**config.mk**
```make
export PLATFORM = sky130hd
export DESIGN_NAME = load_store_unit
export DESIGN_NICKNAME = d
export VERILOG_FILES = /design/src/rtl/load_store_unit.sv
export SDC_FILE = /design/constraint.sdc
export NUM_CORES = 1
export LEC_CHECK = 0
export CORE_ASPECT_RATIO = 0.75
export CORE_UTILIZATION = 35
export DETAILED_ROUTE_END_ITERATION = 10
export PLACE_DENSITY_LB_ADDON = 0.25
export SYNTH_ARGS = -nofsm -noshare
export SYNTH_HDL_FRONTEND = slang
export SYNTH_SLANG_ARGS = --single-unit
```
**constraint.sdc**
```tcl
create_clock -name clk -period 3.05 [get_ports clk]
set_clock_uncertainty 0.1 [all_clocks]
set_input_delay 0.305 -clock clk [delete_from_list [all_inputs] [get_ports clk]]
set_output_delay 0.305 -clock clk [all_outputs]
set_load 0.05 [all_outputs]
```
**src/rtl/load_store_unit.sv**
```systemverilog
// load_store_unit: turns one load or store request into data-memory word accesses.
//   Handles byte, halfword and word sizes. Sub-word stores are done as read-modify-write.
// Latency from the accept edge to resp_valid:
//   fault 1 cycle, SW 2 cycles, load 3 cycles, SB/SH 4 cycles.
// Backpressure: req_ready is high only in IDLE. Request inputs are ignored while busy.
// Ports:
//   clk, reset              clock and synchronous active-high reset
//   req_*                   request handshake and latched request fields
//   resp_*                  one-cycle completion pulse with load data and fault flag
//   mem_*                   word-aligned memory port; read data returns one cycle after the address
module load_store_unit #(
    parameter int XLEN = 32
) (
    input  logic            clk,
    input  logic            reset,
    input  logic            req_valid,
    output logic            req_ready,
    input  logic            req_store,
    input  logic [2:0]      req_funct3,
    input  logic [XLEN-1:0] req_address,
    input  logic [XLEN-1:0] req_wdata,
    output logic            resp_valid,
    output logic [XLEN-1:0] resp_rdata,
    output logic            resp_fault,
    output logic [XLEN-1:0] mem_read_address,
    output logic [XLEN-1:0] mem_write_address,
    output logic [XLEN-1:0] mem_data_write,
    output logic            mem_write_enabled,
    input  logic [XLEN-1:0] mem_data_out
);

    typedef enum logic [2:0] {IDLE, READ, CAPTURE, WRITE, RESP} state_t;

    state_t      state;
    logic        is_store;
    logic [2:0]  funct3;
    logic [1:0]  offset;
    logic [15:0] wdata_lo;   // only B/H stores merge, so the low half is enough

    assign req_ready = (state == IDLE);

    function automatic logic req_fault(input logic store, input logic [2:0] f3,
                                       input logic [1:0] a);
        logic flt;
        case (f3)
            3'd1, 3'd5:       flt = a[0];
            3'd2:             flt = (a != 2'b00);
            3'd3, 3'd6, 3'd7: flt = 1'b1;
            default:          flt = 1'b0;
        endcase
        if (store && f3 > 3'd2) flt = 1'b1;
        return flt;
    endfunction

    function automatic logic [XLEN-1:0] extract(input logic [XLEN-1:0] w, input logic [2:0] f3,
                                                input logic [1:0] off);
        logic [7:0]      b;
        logic [15:0]     h;
        logic [XLEN-1:0] r;
        b = 8'(w >> {off, 3'b000});
        h = off[1] ? w[31:16] : w[15:0];
        case (f3)
            3'd0:    r = {{(XLEN-8){b[7]}}, b};
            3'd4:    r = {{(XLEN-8){1'b0}}, b};
            3'd1:    r = {{(XLEN-16){h[15]}}, h};
            3'd5:    r = {{(XLEN-16){1'b0}}, h};
            default: r = w;
        endcase
        return r;
    endfunction

    // Little-endian lane replace. funct3 0 means byte and anything else reaching here is a halfword.
    function automatic logic [XLEN-1:0] merge(input logic [XLEN-1:0] w, input logic [2:0] f3,
                                              input logic [1:0] off, input logic [15:0] d);
        logic [XLEN-1:0] mask;
        logic [XLEN-1:0] lane;
        if (f3 == 3'd0) begin
            mask = XLEN'(8'hFF) << {off, 3'b000};
            lane = XLEN'(d[7:0]) << {off, 3'b000};
        end else begin
            mask = XLEN'(16'hFFFF) << {off[1], 4'b0000};
            lane = XLEN'(d) << {off[1], 4'b0000};
        end
        return (w & ~mask) | (lane & mask);
    endfunction

    always_ff @(posedge clk) begin
        if (reset) begin
            state             <= IDLE;
            is_store          <= 1'b0;
            funct3            <= 3'd0;
            offset            <= 2'd0;
            wdata_lo          <= 16'd0;
            resp_valid        <= 1'b0;
            resp_fault        <= 1'b0;
            resp_rdata        <= '0;
            mem_read_address  <= '0;
            mem_write_address <= '0;
            mem_data_write    <= '0;
            mem_write_enabled <= 1'b0;
        end else begin
            case (state)
                IDLE: begin
                    if (req_valid) begin
                        is_store          <= req_store;
                        funct3            <= req_funct3;
                        offset            <= req_address[1:0];
                        wdata_lo          <= req_wdata[15:0];
                        mem_read_address  <= {req_address[XLEN-1:2], 2'b00};
                        mem_write_address <= {req_address[XLEN-1:2], 2'b00};
                        if (req_fault(req_store, req_funct3, req_address[1:0])) begin
                            state      <= RESP;
                            resp_valid <= 1'b1;
                            resp_fault <= 1'b1;
                            resp_rdata <= '0;
                        end else if (req_store && req_funct3 == 3'd2) begin
                            // A full-word store needs no read, so it goes straight to WRITE.
                            state             <= WRITE;
                            mem_write_enabled <= 1'b1;
                            mem_data_write    <= req_wdata;
                        end else begin
                            state <= READ;
                        end
                    end
                end
                READ: state <= CAPTURE;
                CAPTURE: begin
                    if (is_store) begin
                        state             <= WRITE;
                        mem_write_enabled <= 1'b1;
                        mem_data_write    <= merge(mem_data_out, funct3, offset, wdata_lo);
                    end else begin
                        state      <= RESP;
                        resp_valid <= 1'b1;
                        resp_fault <= 1'b0;
                        resp_rdata <= extract(mem_data_out, funct3, offset);
                    end
                end
                WRITE: begin
                    state             <= RESP;
                    mem_write_enabled <= 1'b0;
                    resp_valid        <= 1'b1;
                    resp_fault        <= 1'b0;
                    resp_rdata        <= '0;
                end
                RESP: begin
                    state      <= IDLE;
                    resp_valid <= 1'b0;
                    resp_fault <= 1'b0;
                end
                default: state <= IDLE;
            endcase
        end
    end

endmodule

```
==> summary.md <==
| Metric | Value |
|---|---|
| Status | `finished, final reports clean` |
| Later-pin clock latency in the skew report | `0.41 ns` |
| Place WS | `about 0.3 ns` |
| Deepest clock path buffer count | `2` |
| Global Route Usage Sum | `21.9%` |
| Clock sink count | `122` |
| Avg Cell Area, Syn | `8.56 um2` |
| Post-synthesis sequential area ratio | `40.1%` |
| Endpoint class of the critical path | `register` |
| Initial antenna violation count | `0` |
| Vias | `5874` |
| Number of diodes | `0` |
| Iter 0 DRT Violations | `438` |
| Post-Route Setup TNS | `0 ns` |
| Avg Vias per Cell | `5.30` |
| Worst Path Required | `3.21 ns` |
| Cts repair resizes | `0` |
| Hold_buf cts | `0` |
| Core ar. | `between 15000 and 20000 um2` |
| Final Non-Filler Cells | `1109` |
| Crit Path Class | `reg2reg` |
| Share of post-route cells with drive strength above 1 | `8.28%` |
| Total power | `4.60 mW` |
| #FFs+latches synth | `approximately 120` |
| Grt peak-use layer | `met1` |
| Slew headroom | `28.3%` |
| Routing usage on met3 | `6.09%` |
| Dpl cells | `1077` |
| Die height | `approximately 120 um` |
| Post-Syn Area | `6100 um2` |
| Drt first pass iters | `5` |
| Tcrit/Tclk final | `85.2%` |
| Hold_ws | `about 0.34 ns` |
| Max VDD drop | `0.000380 V` |
| Layout Area Growth over Synthesis | `45.0%` |
| Standard-cell rows | `41` |
| Max Clock Freq | `385 MHz` |
| Largest net degree at the start of global routing | `66` |
| Post-synth ARST share | `0%` |
| Nets@finish | `984` |
| Final Max Slew Viols | `0` |
| Post-synth EDFFs | `0` |
| Die Area | `18000 um2` |
| Syn Inst Count | `approximately 710` |
| Root Driver | `clkbuf_16` |
| Max_cap viols | `0` |
| Min-delay worst type | `in2reg` |
| H-tree levels | `4` |
| Final count of hold timing violations | `0` |
| Vias in the first global route | `5281` |
| Measured slew at the worst slew-check pin | `~1.1 ns` |
| Die X | `around 150 um` |
| Synth cell types | `50` |
| Final Wtd Congestion | `0.840` |
| Synth warn | `0` |
| Total gr overflow | `0` |
| # IOs | `approximately 240` |
| Initial Util | `between 30% and 40%` |
| Clk slew on worst S/H paths | `0.06 ns` |
| CTS Buf Count | `17` |
| DRC viols | `0` |
| Crit start category | `register` |
| Critical path peak fanout | `10` |
| GR met2 Demand/Resource | `29.8%` |
| First-pass GRT wire length | `29.8 mm` |
| Pwr dens | `520 nW/um2` |
| Worst setup margin | `0.452 ns` |
| Post-CTS Setup Inserts | `0` |
| HPWL Detailed | `14.4 mm` |
| Remaining antenna violation count | `0` |
| CTS tree | `done` |
| Routed wire length | `20.0 mm` |
| Commonest cells after routing, fill and taps aside | `clkdlybuf4s50_1 (229), nand2_1 (127), dfxtp_1 (122), a21oi_1 (59), nor2_1 (38)` |
| Most common cell after layout, fill and taps aside | `clkdlybuf4s50_1` |
| Tmin final | `2.60 ns` |
| Wire length per cell | `18.0 um` |
| Port bufs | `230` |
| Leak pwr | `3.17 nW` |
| GR Util met1 | `33.2%` |
| # setup viols final | `0` |
| Ys flop type | `dfxtp_1` |
| RSZ-0062 raised after global routing | `no` |
| Arr. time, crit path | `around 2.8 ns` |
==> final timing paths <==
kind / startpoint / endpoint / slack (ns) / cells after the start
max: offset[0]$_SDFFE_PP0P_ / mem_data_write[28]$_SDFFE_PP0P_ / 0.45 / 5
min: req_address[30] / mem_write_address[30]$_SDFFE_PP0P_ / 0.34 / 3
max reg2reg: offset[0]$_SDFFE_PP0P_ / mem_data_write[28]$_SDFFE_PP0P_ / 0.45 / 5
min reg2reg: wdata_lo[9]$_SDFFE_PP0P_ / wdata_lo[9]$_SDFFE_PP0P_ / 0.36 / 2
==> state kept, by name, summed over array words and instances (netlist names) <==
signal	flops
resp_fault	1
state	3
mem_data_write	32
resp_rdata	32
wdata_lo	16
offset	2
funct3	3
mem_write_address	30
resp_valid	1
mem_write_enabled	1
is_store	1
==> kinds of logic after synthesis <==
kind of cell	Yosys count	share of synthesized area [%]
multiplexers	26	4.51
buffers and inverters	103	9.17
AO/OA/AOI/OAI	207	26.3
other	1	0.0615
AND/OR/NAND/NOR	253	19.9
flip-flops	122	40.1
==> Yosys cell counts, drive strengths merged (4+ instances only) <==
library cell    n  area share, %
clkbuf         44            2.7
nand2         127            7.8
nor2b           9           0.92
o221ai          7            1.0
and3            9           0.92
or3             5           0.51
a311oi         10            1.4
a211oi          7           0.86
o21ai          17            1.4
o41ai          17            4.2
inv             4           0.25
a32o           24            3.9
nor2           38            2.3
mux2i          23            3.8
nor3            4           0.41
a21boi         16            2.0
nand2b         34            3.5
dfxtp         122             40
a21oi          59            4.8
a31oi          17            1.7
buf            55            6.2
a221oi          7            1.0
o31ai           8           0.99
nand3b         16            2.0
a22oi           8           0.99
==> worst max-delay path, stage by stage, from the launching register on <==
cell and delay, ns:
dfxtp_1 0.38, buf_4 0.19, o41ai_1 0.96, nor2_1 0.34
a221oi_1 0.35, a211oi_1 0.12
==> layout make-up <==
cell class | instances | area, um2
inverters | 4 | 15.0
well taps | 215 | 269
flip-flops and latches | 122 | 2440
clock buffers | 21 | 480
repair buffers | 246 | 2420
clock inverters | 11 | 95.1
fillers | 1573 | 8090
multi-input cells | 490 | 3120
==> report_power, final <==
part / switching (mW) / internal [mW] / total [mW]
clock: 0.738 / 1.20 / 1.94
sequential: 0.0630 / 1.66 / 1.72
combinational: 0.582 / 0.361 / 0.943
==> layer usage <==
| layer | share of wire [%] | vias to the layer above |
|---|---|---|
| met1 | 51 | 2760 |
| met3 | 7.7 | 10 |
| li1 | - | 2866 |
| met2 | 41 | 238 |
| met4 | 0.49 | 0 |
| met5 | 0 | - |
==> through the flow <==
stage | utilization, % | instance area [um2]
6_report | 52.2 | 8840
5_1_grt | 52.2 | 8840
4_1_cts | 52.2 | 8840
3_5_place_dp | 48.8 | 8270
3_3_place_gp | 48.8 | 8270
2_1_floorplan | - | 6110
No activity file was read; power rests on OpenSTA's default activity.
